<file path="config.mk">
export PLATFORM = sky130hd
export DESIGN_NAME = bcd_conv_seq
export DESIGN_NICKNAME = d
export VERILOG_FILES = /design/src/rtl/bcd_conv_seq.sv
export SDC_FILE = /design/constraint.sdc
export NUM_CORES = 1
export LEC_CHECK = 0
export ABC_CLOCK_PERIOD_IN_PS = 1800
export BUFFER_PORTS_ARGS = -buffer_cell sky130_fd_sc_hd__clkbuf_2
export CAP_MARGIN = 15
export CORE_MARGIN = 8
export CORE_UTILIZATION = 25
export DETAILED_ROUTE_END_ITERATION = 10
export PLACE_DENSITY_LB_ADDON = 0.08
export SYNTH_ARGS = -nofsm -noshare
export SYNTH_HDL_FRONTEND = slang
export SYNTH_HIERARCHICAL = 1
export SYNTH_SLANG_ARGS = --single-unit
export TNS_END_PERCENT = 5
</file>
<file path="constraint.sdc">
create_clock -name clk -period 1.8 [get_ports clk]
set_input_delay 0.18 -clock clk [delete_from_list [all_inputs] [get_ports clk]]
set_output_delay 0.18 -clock clk [all_outputs]
set_load 0.005 [all_outputs]
</file>
<file path="src/rtl/bcd_conv_seq.sv">
// Sequential binary-to-BCD converter (double dabble, one bit per cycle, MSB first).
// Optional macro BCD_CONV_SIGN_EN: two's-complement input, magnitude conversion, out_neg flag.

module bcd_digit_adj (
  input  logic [3:0] d,
  output logic [3:0] q
);
  assign q = (d >= 4'd5) ? d + 4'd3 : d;
endmodule

module bcd_conv_seq #(
  parameter int WIDTH  = 8,
  parameter int DIGITS = 3
) (
  input  logic                clk,
  input  logic                rst,
  input  logic                in_valid,
  output logic                in_ready,
  input  logic [WIDTH-1:0]    in_data,
  output logic                out_valid,
  input  logic                out_ready,
  output logic [4*DIGITS-1:0] out_bcd,
  output logic                out_ovf,
`ifdef BCD_CONV_SIGN_EN
  output logic                out_neg,
`endif
  output logic                busy
);
  localparam int BW = 4*DIGITS;
  localparam int CW = $clog2(WIDTH+1);

  typedef enum logic [1:0] {IDLE, SHIFT, DONE} state_t;
  state_t state, state_nxt;

  logic [WIDTH-1:0] sh;
  logic [WIDTH-1:0] mag;
  logic [BW-1:0]    acc, adj;
  logic [CW-1:0]    cnt;
  logic             ovf_acc;
  logic             steps_done;

`ifdef BCD_CONV_SIGN_EN
  logic neg;
  // -2^(WIDTH-1) negates to itself, which read unsigned is the right magnitude
  assign mag = in_data[WIDTH-1] ? -in_data : in_data;
`else
  assign mag = in_data;
`endif

  genvar g;
  generate
    for (g = 0; g < DIGITS; g++) begin : g_dig
      bcd_digit_adj u_adj (.d(acc[4*g +: 4]), .q(adj[4*g +: 4]));
    end
  endgenerate

  assign steps_done = (cnt == CW'(WIDTH));
  assign in_ready   = (state == IDLE) && !rst;
  assign out_valid  = (state == DONE);
  assign busy       = (state == SHIFT);

  always_ff @(posedge clk or posedge rst) begin
    if (rst) state <= IDLE;
    else     state <= state_nxt;
  end

  always_comb begin
    state_nxt = state;
    case (state)
      IDLE:    if (in_valid)   state_nxt = SHIFT;
      SHIFT:   if (steps_done) state_nxt = DONE;
      DONE:    if (out_ready)  state_nxt = IDLE;
      default:                 state_nxt = IDLE;
    endcase
  end

  always_ff @(posedge clk or posedge rst) begin
    if (rst) begin
      sh      <= '0;
      acc     <= '0;
      cnt     <= '0;
      ovf_acc <= 1'b0;
      out_bcd <= '0;
      out_ovf <= 1'b0;
`ifdef BCD_CONV_SIGN_EN
      neg     <= 1'b0;
      out_neg <= 1'b0;
`endif
    end else begin
      case (state)
        IDLE: if (in_valid) begin
          sh      <= mag;
          acc     <= '0;
          cnt     <= '0;
          ovf_acc <= 1'b0;
`ifdef BCD_CONV_SIGN_EN
          neg     <= in_data[WIDTH-1];
`endif
        end
        SHIFT: if (!steps_done) begin
          // the bit leaving the top digit is value lost past DIGITS digits
          ovf_acc <= ovf_acc | adj[BW-1];
          acc     <= {adj[BW-2:0], sh[WIDTH-1]};
          sh      <= {sh[WIDTH-2:0], 1'b0};
          cnt     <= cnt + 1'b1;
        end else begin
          out_bcd <= ovf_acc ? {DIGITS{4'h9}} : acc;
          out_ovf <= ovf_acc;
`ifdef BCD_CONV_SIGN_EN
          out_neg <= neg;
`endif
        end
        default: ;
      endcase
    end
  end
endmodule
</file>
# [Yosys cells after proc, flatten, opt, wreduce, memory -nomap -nowiden]
# Cells that the tools add are included.
# Widths: inputs -> output; s select.
[totals] register_bits=40 in_bits=12 output_inout_bits=16 wordCells=49
[op_classes] add_sub_neg=4 magnitude_cmp=3 n_eq_ne=7 mux=20 bitwise=1 reduce_logical=7
[op_table] op="$mux 12" n=3
[op_table] op="$pmux 12 s2" n=1
[op_table] op="$mux 4" n=5
[op_table] op="$mux 8" n=2
[op_table] op="$pmux 8 s2" n=1
[op_table] op="$add 4x2->4 const B" n=3
[op_table] op="$ge 4x3->1 const B" n=3
[op_table] op="$pmux 4 s2" n=1
[op_table] op="$mux 2" n=3
[op_table] op="$pmux 2 s3" n=1
[op_table] op="$reduce_and 3->1" n=2
[op_table] op="$add 4x1->4 const B" n=1
[op_table] op="$eq 4x4->1 const B" n=1
[op_table] op="$ne 2x1->1 const B" n=2
[op_table] op="$ne 2x2->1 const B" n=2
[op_table] op="$eq 2x1->1 const B" n=1
[op_table] op="$eq 2x2->1 const B" n=1
[op_table] op="$logic_not 2->1" n=1
[op_table] op="$mux 1" n=2
[op_table] op="$pmux 1 s2" n=1
[op_table] op="$reduce_and 2->1" n=1
[op_table] op="$reduce_bool 2->1" n=1
[op_table] op="$logic_and 1x1->1" n=1
[op_table] op="$logic_not 1->1" n=1
[op_table] op="$or 1x1->1" n=1

# [Logic depth before layout (Yosys ltp)]
[logic_depth] depth_word=5 depth_mapped=7 depth_no_buf=7

# [Hierarchy]
# The synthesis kept the hierarchy.
[by_module_without_submodules] module="bcd_conv_seq" n_inst=1 cells_each=143 area_per_inst_um2=1707.9 seq_area_each_um2=1001.0
[by_module_without_submodules] module="bcd_digit_adj" n_inst=3 cells_each=16 area_per_inst_um2=101.3 seq_area_each_um2=0.0

# [Worst setup path after synthesis]
# No wires, ideal clock.
[synth_path] path_kind="reg-to-reg" startpoint="register cnt[0]" endpoint="register sh[1]" setup_ps=125 arrival_ps=1484 required_ps=1675 setup_slack_ps=191 stages_incl_launch_ff=7 path_buffers=1 synth_period_minus_slack_ps=1609 path_cell_list="dfrtp_1 -> inv_1 -> ha_1 -> and3b_1 -> a21o_1 -> buf_6 -> mux2_2"
[synth_between] elab_chain_cells=3
[synth_lines] item="from (decl)" line_no="38" text="logic [CW-1:0] cnt;"
[synth_lines] item="from (signal assigned)" line_no="105" text="cnt <= cnt + 1'b1;"
[synth_lines] item="$eq 4x4->1" line_no="57" text="assign steps_done = (cnt == CW'(WIDTH));"
[synth_lines] item="$ne 2x2->1 (no line)"
[synth_lines] item="$reduce_and 3->1 (no line)"
[synth_lines] item="to (signal assigned)" line_no="92" text="sh <= mag;"
[synth_lines] item="to (signal assigned)" line_no="104" text="sh <= {sh[WIDTH-2:0], 1'b0};"
[synth_lines] item="to (decl)" line_no="35" text="logic [WIDTH-1:0] sh;"
# No other way between the ends.
# A chain may end at the register's enable or synchronous reset.

# [Worst setup path in the final report]
[layout_path] startpoint="register cnt[0]" endpoint="register sh[5]"
# The elaborated chain is that of the path after synthesis.

==> flow_summary.yaml <==
synthesis:
  synth_fp_nets: 211
  synth.distinct_cells: 31
  synthTopCellsByCount: "dfrtp_1 (40), o21ai_0 (28), nand2_1 (14)"
  synth_edf_count: 0
  synth_top_cell_area_share_pct: 49.8
  synth_ff_type: "dfrtp_1"
  async_flop_share_pct: 100
  synth_seq_cells: 40
  synthCells: 191
  synth_area_leader_cell: "dfrtp_1"
  synth_area_um2: 2010
  synth.area.top_cells: "dfrtp_1 (50%), o21ai_0 (7.0%), mux2_2 (6.7%)"
  yosysMostFrequentCell: "dfrtp_1"
  ys_seq_area_share_pct: 49.8
  syn_area_per_cell_um2: 10.5
  yosys_warnings: 6
layout:
  insertedDiodeCount: 0
  stdcell_count: 329
  ff_latch_area_um2: 1000
  final_area_um2: 2430
  layout-drive-gt1-share_pct: 27.3
  nets: 246
  multi_input_area_um2: 916
  syn2layout_area_growth_pct: 20.8
  utilization_pct: 31.3
  n_fill_cell: 830
routing:
  routedWlPerCell_um: 14.1
  drc: 0
  vias: 1465
  via_per_inst: 4.45
  routed_wirelength_um: 4620
  dr.first_iter.drc_count: 56
  first_pass_iters: 4
  drt.antenna.violating_nets: 0
sta:
  finalHoldViolations: 3
  finalSetupViolations: 0
  max_freq_mhz: 590
  hold_ws_ns: -0.000485
  worst_pin_slew_ns: 0.541
  finalCritPeriodShare_pct: 94.2
  setup_tns_ns: 0
  fin_crit_ns: 1.70
  slew_headroom_pct: 63.9
  skew_ns: 0.0160
  slew_violations: 0
  rsz0062_at_grt: "no"
global_route:
  grt_pass1_vias: 1572
  grt_overflow: 0
  grt_pass1_wl_um: 8060
  grt_antenna_before_repair: 0
  grt_start_max_net_pins: 41
  grt_usage_pct: 8.87
placement:
  postPlaceCellArea_um2: 2310
  placed_cells_incl_taps: 321
  portBuffers: 27
  gp_congestion: 0.684
  hpwl_um: 3270
power_and_ir_drop:
  peakVddDrop_mv: 0.415
  power_frac_seq_pct: 37.8
  power_leakage_nw: 1.17
  cellPowerDensity_nw_per_um2: 1800
  p_int_mw: 2.77
  p_sw_mw: 1.61
  power_frac_comb_pct: 44.1
  p_clk_share_pct: 18.1
  sw_frac_of_total_pct: 36.8
floorplan:
  fp.dieH_um: 106
  row_count: 32
  die-area_um2: 11200
  die_w_um: 106
  ios: 28
  core_um2: 7770
  start_util_pct: 25.9
cts:
  insertion_delay_ns: 0.30
  cts-buffers-inserted: 5
  ctsHtreeMaxLevel: 2
  clk_pin_slew_worst_paths_ns: 0.09
  clock_sinks: 40
  clockBufferDepth: 2
  clockRootBuffer: "clkbuf_8"
  cts_tree: "built"
critical_path:
  cp-end-kind: "flip-flop"
  reg2reg_depth: 6
  timing.rr.start: "cnt[0]"
  rrSetupSlack_ns: 0.10
  r2r-end: "sh[5]"
  arrival_ns: 1.88
  path_buf_inv: 2
  required_ns: 1.98
  path_cells: "inv_1 > ha_1 > and3b_2 > a21o_1 > buf_12 > mux2_2"
  worst-path-max-fanout: 14
  critPathSlowestCell: "dfrtp_1"
  critPathLaunchType: "flip-flop"
  crit_type: "flip-flop to flip-flop"
  cpPeakStageDelay_ns: 0.40
  crit_family: "flip-flops"
run_status:
  failed_checks: "negative hold slack"
  outcome: "complete, but fails checks"
flow_run:
  drv_cap: 0
worst_hold_path:
  hold_path.class: "input port to async pin"
## stage by stage
step | worst slack [ns] | power [mW]
global placement | 0.110 | 3.68
global route | 0.0218 | 4.80
CTS | 0.0726 | 4.48
finish | 0.105 | 4.38
floorplan | 0.191 | 3.04
detailed placement | 0.0893 | 3.67
## logic make-up after synthesis
logic type	count (synthesis)	share of synthesized area, %
buffers and inverters	21	4.79
AOI/OAI and AO/OA	55	17.6
muxes	19	10.4
DFF	40	49.8
xor gates and xnor gates	3	1.31
and+or+nand+nor	45	11.1
adders and majority gates	8	4.98
## worst max path at each step
stage / cells past startpoint / slack, ns / start / end
6_report: 6 / 0.10 / cnt[0] / sh[5]
5_1_grt: 6 / 0.02 / cnt[1] / sh[4]
4_1_cts: 6 / 0.07 / cnt[0] / sh[3]
3_5_place_dp: 6 / 0.09 / cnt[0] / sh[5]
3_3_place_gp: 6 / 0.11 / cnt[0] / sh[6]
2_1_floorplan: 6 / 0.19 / cnt[0] / sh[1]
## metal layers
layer | track usage, % | part of all wire (%) | vias to the layer above
met5 | 0 | 0 | -
met4 | 3.02 | 0.95 | 0
met3 | 3.23 | 6.0 | 5
met2 | 13.0 | 42 | 29
met1 | 11.8 | 51 | 699
li1 | - | - | 732
## repair_timing
| action | in CTS | in global routing |
|---|---|---|
| setup buffers | 0 | 0 |
| resized for setup | 0 | 1 |
| setup endpoints to repair | 0 | 4 |
| hold buffers | 0 | 0 |
## sequential cells by signal (all words and copies together), names as in the netlist
name     flops
acc         12
out_bcd     12
sh           8
cnt          4
state        2
out_ovf      1
ovf_acc      1
## worst register-to-register path: stages (launching register included)
cell	delay [ns]
dfrtp_1	0.40
inv_1	0.09
ha_1	0.16
and3b_2	0.22
a21o_1	0.22
buf_12	0.17
mux2_2	0.33
## cells in the final DEF, fill, tap and decap left out, drive strengths merged, types with 9 or more instances in the layout
cell     n
nand2b  14
a22o    13
inv     13
nand2   14
o21ai   32
dfrtp   40
mux2    16
clkbuf  33
buf      9
nor2    11
## power by group through the flow
stage | Combinational (mW) | Clock, mW | Sequential (mW)
6_report | 1.93 | 0.793 | 1.66
5_1_grt | 2.21 | 0.860 | 1.73
4_1_cts | 1.99 | 0.834 | 1.66
3_5_place_dp | 1.98 | 0 | 1.68
3_3_place_gp | 2.00 | 0 | 1.69
2_1_floorplan | 1.47 | 0 | 1.57
## cell type report
type                    count  area share (%)
well taps                 102            5.25
repair buffers             36            8.86
flip-flops and latches     40            41.2
clock buffers               6            3.40
clock inverters             2            1.60
multi-input cells         130            37.7
inverters                  13            2.01
No activity file was read; power rests on OpenSTA's default activity.
